## config.mk

```make
export PLATFORM = sky130hd
export DESIGN_NAME = load_store_unit
export DESIGN_NICKNAME = d
export VERILOG_FILES = /design/src/rtl/load_store_unit.sv
export SDC_FILE = /design/constraint.sdc
export NUM_CORES = 1
export LEC_CHECK = 0
export CORE_MARGIN = 3
export CORE_UTILIZATION = 44
export CTS_CLUSTER_SIZE = 24
export DETAILED_ROUTE_END_ITERATION = 12
export GPL_TIMING_DRIVEN = 1
export PLACE_DENSITY = 0.78
export SYNTH_ARGS = -nofsm -noshare
export SYNTH_HDL_FRONTEND = slang
export SYNTH_SLANG_ARGS = --single-unit
```

## constraint.sdc

```tcl
create_clock -name clk -period 4.1 [get_ports clk]
set_input_delay 0.41 -clock clk [delete_from_list [all_inputs] [get_ports clk]]
set_output_delay 0.41 -clock clk [all_outputs]
set_load 0.05 [all_outputs]
```

## src/rtl/load_store_unit.sv

```systemverilog
// Load/store unit for the MEM stage: aligns store data onto byte lanes, extends
// load data, runs a single-outstanding bus handshake with a watchdog.
module load_store_unit #(
  parameter int TIMEOUT = 16
) (
  input  logic        clk,
  input  logic        reset,
  input  logic        mem_read_i,
  input  logic        mem_write_i,
  input  logic [2:0]  funct3_i,
  input  logic [31:0] addr_i,
  input  logic [31:0] wdata_i,
  output logic [31:0] rdata_o,
  output logic        stall_o,
  output logic        exc_o,
  output logic        bus_req_o,
  output logic        bus_we_o,
  output logic [31:0] bus_addr_o,
  output logic [31:0] bus_wdata_o,
  output logic [3:0]  bus_be_o,
  input  logic        bus_ack_i,
  input  logic [31:0] bus_rdata_i
);

  typedef enum logic [1:0] {IDLE, REQ, DONE} state_t;

  localparam logic [4:0] WD_LAST = 5'(TIMEOUT - 1);

  state_t      state_q, state_d;
  logic [4:0]  wd_q;
  logic        ld_q;
  logic [2:0]  f3_q;
  logic [1:0]  off_q;

  logic        pending, is_load, fault, start, fault_now, timeout_hit;
  logic [3:0]  be_n;
  logic [31:0] wdata_n;
  logic [31:0] shifted, ld_sel;

  assign pending = mem_read_i | mem_write_i;
  assign is_load = mem_read_i;

  // Access decode: a simultaneous read and write is handled as a load.
  always_comb begin
    fault   = 1'b0;
    be_n    = 4'b1111;
    wdata_n = 32'h0;
    if (is_load) begin
      case (funct3_i)
        3'b000, 3'b100: fault = 1'b0;
        3'b001, 3'b101: fault = addr_i[0];
        3'b010:         fault = (addr_i[1:0] != 2'b00);
        default:        fault = 1'b1;
      endcase
    end else begin
      case (funct3_i)
        3'b000: begin
          be_n    = 4'b0001 << addr_i[1:0];
          wdata_n = {4{wdata_i[7:0]}};
        end
        3'b001: begin
          fault   = addr_i[0];
          be_n    = addr_i[1] ? 4'b1100 : 4'b0011;
          wdata_n = {2{wdata_i[15:0]}};
        end
        3'b010: begin
          fault   = (addr_i[1:0] != 2'b00);
          wdata_n = wdata_i;
        end
        default: fault = 1'b1;
      endcase
    end
  end

  assign start       = (state_q == IDLE) && pending && !fault;
  assign fault_now   = (state_q == IDLE) && pending && fault;
  assign timeout_hit = (state_q == REQ) && !bus_ack_i && (wd_q == WD_LAST);
  assign stall_o     = !reset && (start || (state_q == REQ));

  always_comb begin
    state_d = state_q;
    case (state_q)
      IDLE:    if (start) state_d = REQ;
      REQ:     if (bus_ack_i || timeout_hit) state_d = DONE;
      DONE:    state_d = IDLE;
      default: state_d = IDLE;
    endcase
  end

  // Lane select uses the offset captured at issue, since bus_addr_o is aligned.
  always_comb begin
    shifted = bus_rdata_i >> {off_q, 3'b000};
    case (f3_q)
      3'b000:  ld_sel = {{24{shifted[7]}}, shifted[7:0]};
      3'b100:  ld_sel = {24'h0, shifted[7:0]};
      3'b001:  ld_sel = {{16{shifted[15]}}, shifted[15:0]};
      3'b101:  ld_sel = {16'h0, shifted[15:0]};
      default: ld_sel = bus_rdata_i;
    endcase
  end

  always_ff @(posedge clk or posedge reset) begin
    if (reset) begin
      state_q     <= IDLE;
      wd_q        <= 5'd0;
      ld_q        <= 1'b0;
      f3_q        <= 3'b000;
      off_q       <= 2'b00;
      rdata_o     <= 32'h0;
      exc_o       <= 1'b0;
      bus_req_o   <= 1'b0;
      bus_we_o    <= 1'b0;
      bus_addr_o  <= 32'h0;
      bus_wdata_o <= 32'h0;
      bus_be_o    <= 4'b0000;
    end else begin
      state_q <= state_d;
      exc_o   <= 1'b0;
      case (state_q)
        IDLE: begin
          if (start) begin
            bus_req_o   <= 1'b1;
            bus_we_o    <= !is_load;
            bus_addr_o  <= {addr_i[31:2], 2'b00};
            bus_be_o    <= be_n;
            bus_wdata_o <= wdata_n;
            ld_q        <= is_load;
            f3_q        <= funct3_i;
            off_q       <= addr_i[1:0];
            wd_q        <= 5'd0;
          end else if (fault_now) begin
            exc_o <= 1'b1;
          end
        end
        REQ: begin
          if (bus_ack_i) begin
            bus_req_o <= 1'b0;
            if (ld_q) rdata_o <= ld_sel;
          end else if (timeout_hit) begin
            bus_req_o <= 1'b0;
            exc_o     <= 1'b1;
            if (ld_q) rdata_o <= 32'h0;
          end else begin
            wd_q <= wd_q + 5'd1;
          end
        end
        default: ;
      endcase
    end
  end

endmodule

```

==> flow_metrics.py <==
metrics = {
    "cts": {
        "cts_tree": "yes",
        "path_clk_slew_ns": 0.06,
        "insertion_delay_ns": 0.41,
        "cts-resized-gates": 0,
        "cts_hold_buffers": 0,
        "cts_buffers": 17,
        "clk_path_buf_depth": 2,
        "cts_sinks": 114,
        "clk_root_buffer_cell": "clkbuf_16",
        "htreeDepth": 4,
        "cts_setup_buffers": 0,
    },
    "routing": {
        "drt-met1-wl_um": 6515,
        "maxUsedRoutingLayer": "met4",
        "routed_wl_um": 15360,
        "wl_met3_um": 1419,
        "drc_errors": 0,
        "wl_per_cell_um": 19.27,
        "wl_met2_um": 7191,
        "vias_per_cell": 5.605,
        "num_vias": 4467,
        "dr.pass1.iters": 5,
        "ant_nets": 0,
        "drt_first_iter_violations": 304,
    },
    "placement": {
        "routabilityCongestion": 0.9140,
        "place_inst": 765,
        "placed_area_sq_mm": 0.007355,
        "port_buffers": 205,
        "preCtsSetupSlack_ns": 1.066,
        "hpwl_um": 11100,
    },
    "sta": {
        "layout_setup_ws_ns": 1.512,
        "tns_ns": 0,
        "drv_slew": 0,
        "tightest_slew_ns": 1.116,
        "clock_skew_ns": 0.01144,
        "fmax_mhz": 386.4,
        "rsz0062_at_grt": "false",
        "slew_headroom_pct": 25.63,
        "min_period_ns": 2.588,
        "finalCritPeriodShare_pct": 63.12,
        "hold_viol": 0,
        "finalSetupViolCount": 0,
    },
    "floorplan": {
        "rows": 39,
        "core_sq_mm": 0.01152,
        "io_pins": 208,
        "initial_utilization_pct": 45.47,
        "die_h_um": 115.1,
        "dieArea_sq_mm": 0.01325,
        "die_x_um": 115.1,
    },
    "critical_path": {
        "crit_type": "primary input to flop",
        "crit_fanout": 31,
        "rr_startpoint": "wd_q[0]$_DFFE_PP0P_",
        "cp-start-kind": "primary input",
        "crit_start": "funct3_i[0]",
        "worst_ep_arrival_time_ns": 2.88,
        "r2r_cells": 8,
        "endpoint_kind": "flop",
        "worst_ep_required_time_ns": 4.39,
    },
    "yosys": {
        "ys_warn_count": 0,
        "syn_avg_cell_area_sq_um": 11.85,
        "ys_ff_latch": 114,
        "synthesis.area_sq_mm": 0.005236,
        "synth_top_area_cell": "dfrtp_1",
        "ys_seq_area_share_pct": 54.48,
        "async_reset_ff_share_pct": 100.0,
        "synth_edf_count": 0,
        "ys_top_cells_by_area": "dfrtp_1, a221o_1, mux2_4",
        "ys.flop_type": "dfrtp_1",
        "syn_inst": 442,
        "synthDistinctLibCells": 49,
        "synth_top_area_share_pct": 54.48,
    },
    "status": {
        "outcome": "completed",
    },
    "global_routing": {
        "track_usage_pct": 23.67,
        "grt_overflow": 0,
        "antenna_found_initial": 0,
        "grt_pass1_vias": 4676,
        "grt_max_degree": 92,
        "grt_pass1_wl_um": 24590,
    },
    "min_path": {
        "hold_path_class": "flop to flop",
        "min_from": "rdata_o[15]$_DFFE_PP0P_",
        "hold-path-cell-count": 2,
    },
    "power_and_ir_drop": {
        "power.density_cell_area_mw_per_mm2": 863.9,
        "power_mw": 6.866,
        "p_leak_nw": 3.417,
        "ir_worst_vdd_mv": 0.5337,
    },
    "cells_and_area": {
        "final_cells": 797,
        "antenna_cells": 0,
        "final_area_sq_mm": 0.007948,
        "drive_gt1_share_pct": 11.93,
        "syn_to_final_growth_pct": 51.78,
        "seq_area_sq_mm": 0.002853,
        "layout_commonest_cell": "clkdlybuf4s50_1",
        "final_cell_mix": "clkdlybuf4s50_1, dfrtp_1, o21ai_0",
        "multi_input_area_sq_mm": 0.002157,
        "finalNetCount": 747,
        "nFillCells": 893,
    },
    "run": {
        "drv_cap": 0,
    },
}
## final cells by class
class / instances / share of cell area, %
sequential: 114 / 35.89
multi-input combinational: 282 / 27.14
timing repair buffer: 211 / 26.51
clock buffer: 18 / 5.526
tap: 143 / 2.251
clock inverter: 14 / 1.936
inverter: 15 / 0.7399
## layer usage
layer	track usage [%]	up-vias
met5	0	-
met3	8.316	21
met1	30.69	2195
met4	7.433	0
met2	37.46	212
li1	-	2039
## final timing paths
| path | end | slack, ns |
|---|---|---|
| worst max-delay path | bus_addr_o[9]$_DFFE_PP0P_ | 1.51 |
| worst min-delay path | rdata_o[15]$_DFFE_PP0P_ | 0.48 |
| worst max register to register | rdata_o[2]$_DFFE_PP0P_ | 1.57 |
| worst min register to register | rdata_o[15]$_DFFE_PP0P_ | 0.48 |
| max in group asynchronous | rdata_o[12]$_DFFE_PP0P_ | 2.45 |
| min in group asynchronous | f3_q[2]$_DFFE_PP0P_ | 0.68 |
## synthesized netlist by cell type, types with 2 or more instances
library cell    n
nor2b_1         4
a31oi_1         2
mux2_2         10
dfrtp_1       114
o2bb2ai_1       6
a22oi_1         9
mux2i_1        15
a221o_1        33
inv_1          15
mux2_1          7
buf_1           2
nand3b_1        2
buf_4           4
o21a_1          5
a21oi_1        19
nand2_1        23
mux2_4         21
and3_1          4
nor3_1          3
o21ai_0        37
o31ai_1         7
o22ai_1         3
clkbuf_1       14
buf_2           8
a22o_1         10
a21o_1          3
ha_1            2
nand3_1         5
buf_6           4
nor3b_1         2
nand2b_1        8
nor2_1         24
## metrics by stage
stage | hold slack, ns | util [%]
2_1_floorplan | 0.4414 | -
3_3_place_gp | 0.4579 | 63.86
3_5_place_dp | 0.4698 | 63.86
4_1_cts | 0.4840 | 69.01
5_1_grt | 0.5048 | 69.01
6_report | 0.4824 | 69.01
## flip-flops by register name, summed over array words and instances, names as in the netlist, 2 cells and up
signal       count
bus_addr_o      30
bus_be_o         4
bus_wdata_o     32
f3_q             3
off_q            2
rdata_o         32
state_q          2
wd_q             5
## cell families (layout without fill, tap and decap cells)
kind of cell | Yosys count | after routing | synth area share [%]
other | 1 | 2 | 0.07162
and+or+nand+nor | 84 | 84 | 8.100
AOI/OAI and AO/OA | 141 | 141 | 19.90
muxes | 53 | 53 | 12.54
adders and majority gates | 2 | 2 | 0.4778
DFF | 114 | 114 | 54.48
buffers and inverters | 47 | 258 | 4.421
## worst max-delay path, cell delays in order
cell and delay [ns]:
clkdlybuf4s50_1 0.40, buf_4 0.21, a21oi_1 0.29, a21o_1 0.19
and3b_2 0.69, buf_4 0.33, mux2_4 0.32
## power by group
part           total (mW)  leakage, nW  switching, mW  internal (mW)
Sequential           1.95         1.44          0.381           1.57
Combinational        3.46         1.70           2.15           1.30
Clock                1.46        0.283          0.547          0.916
Total                6.87         3.42           3.08           3.78
Note: power is estimated with default switching activity, not from simulation.
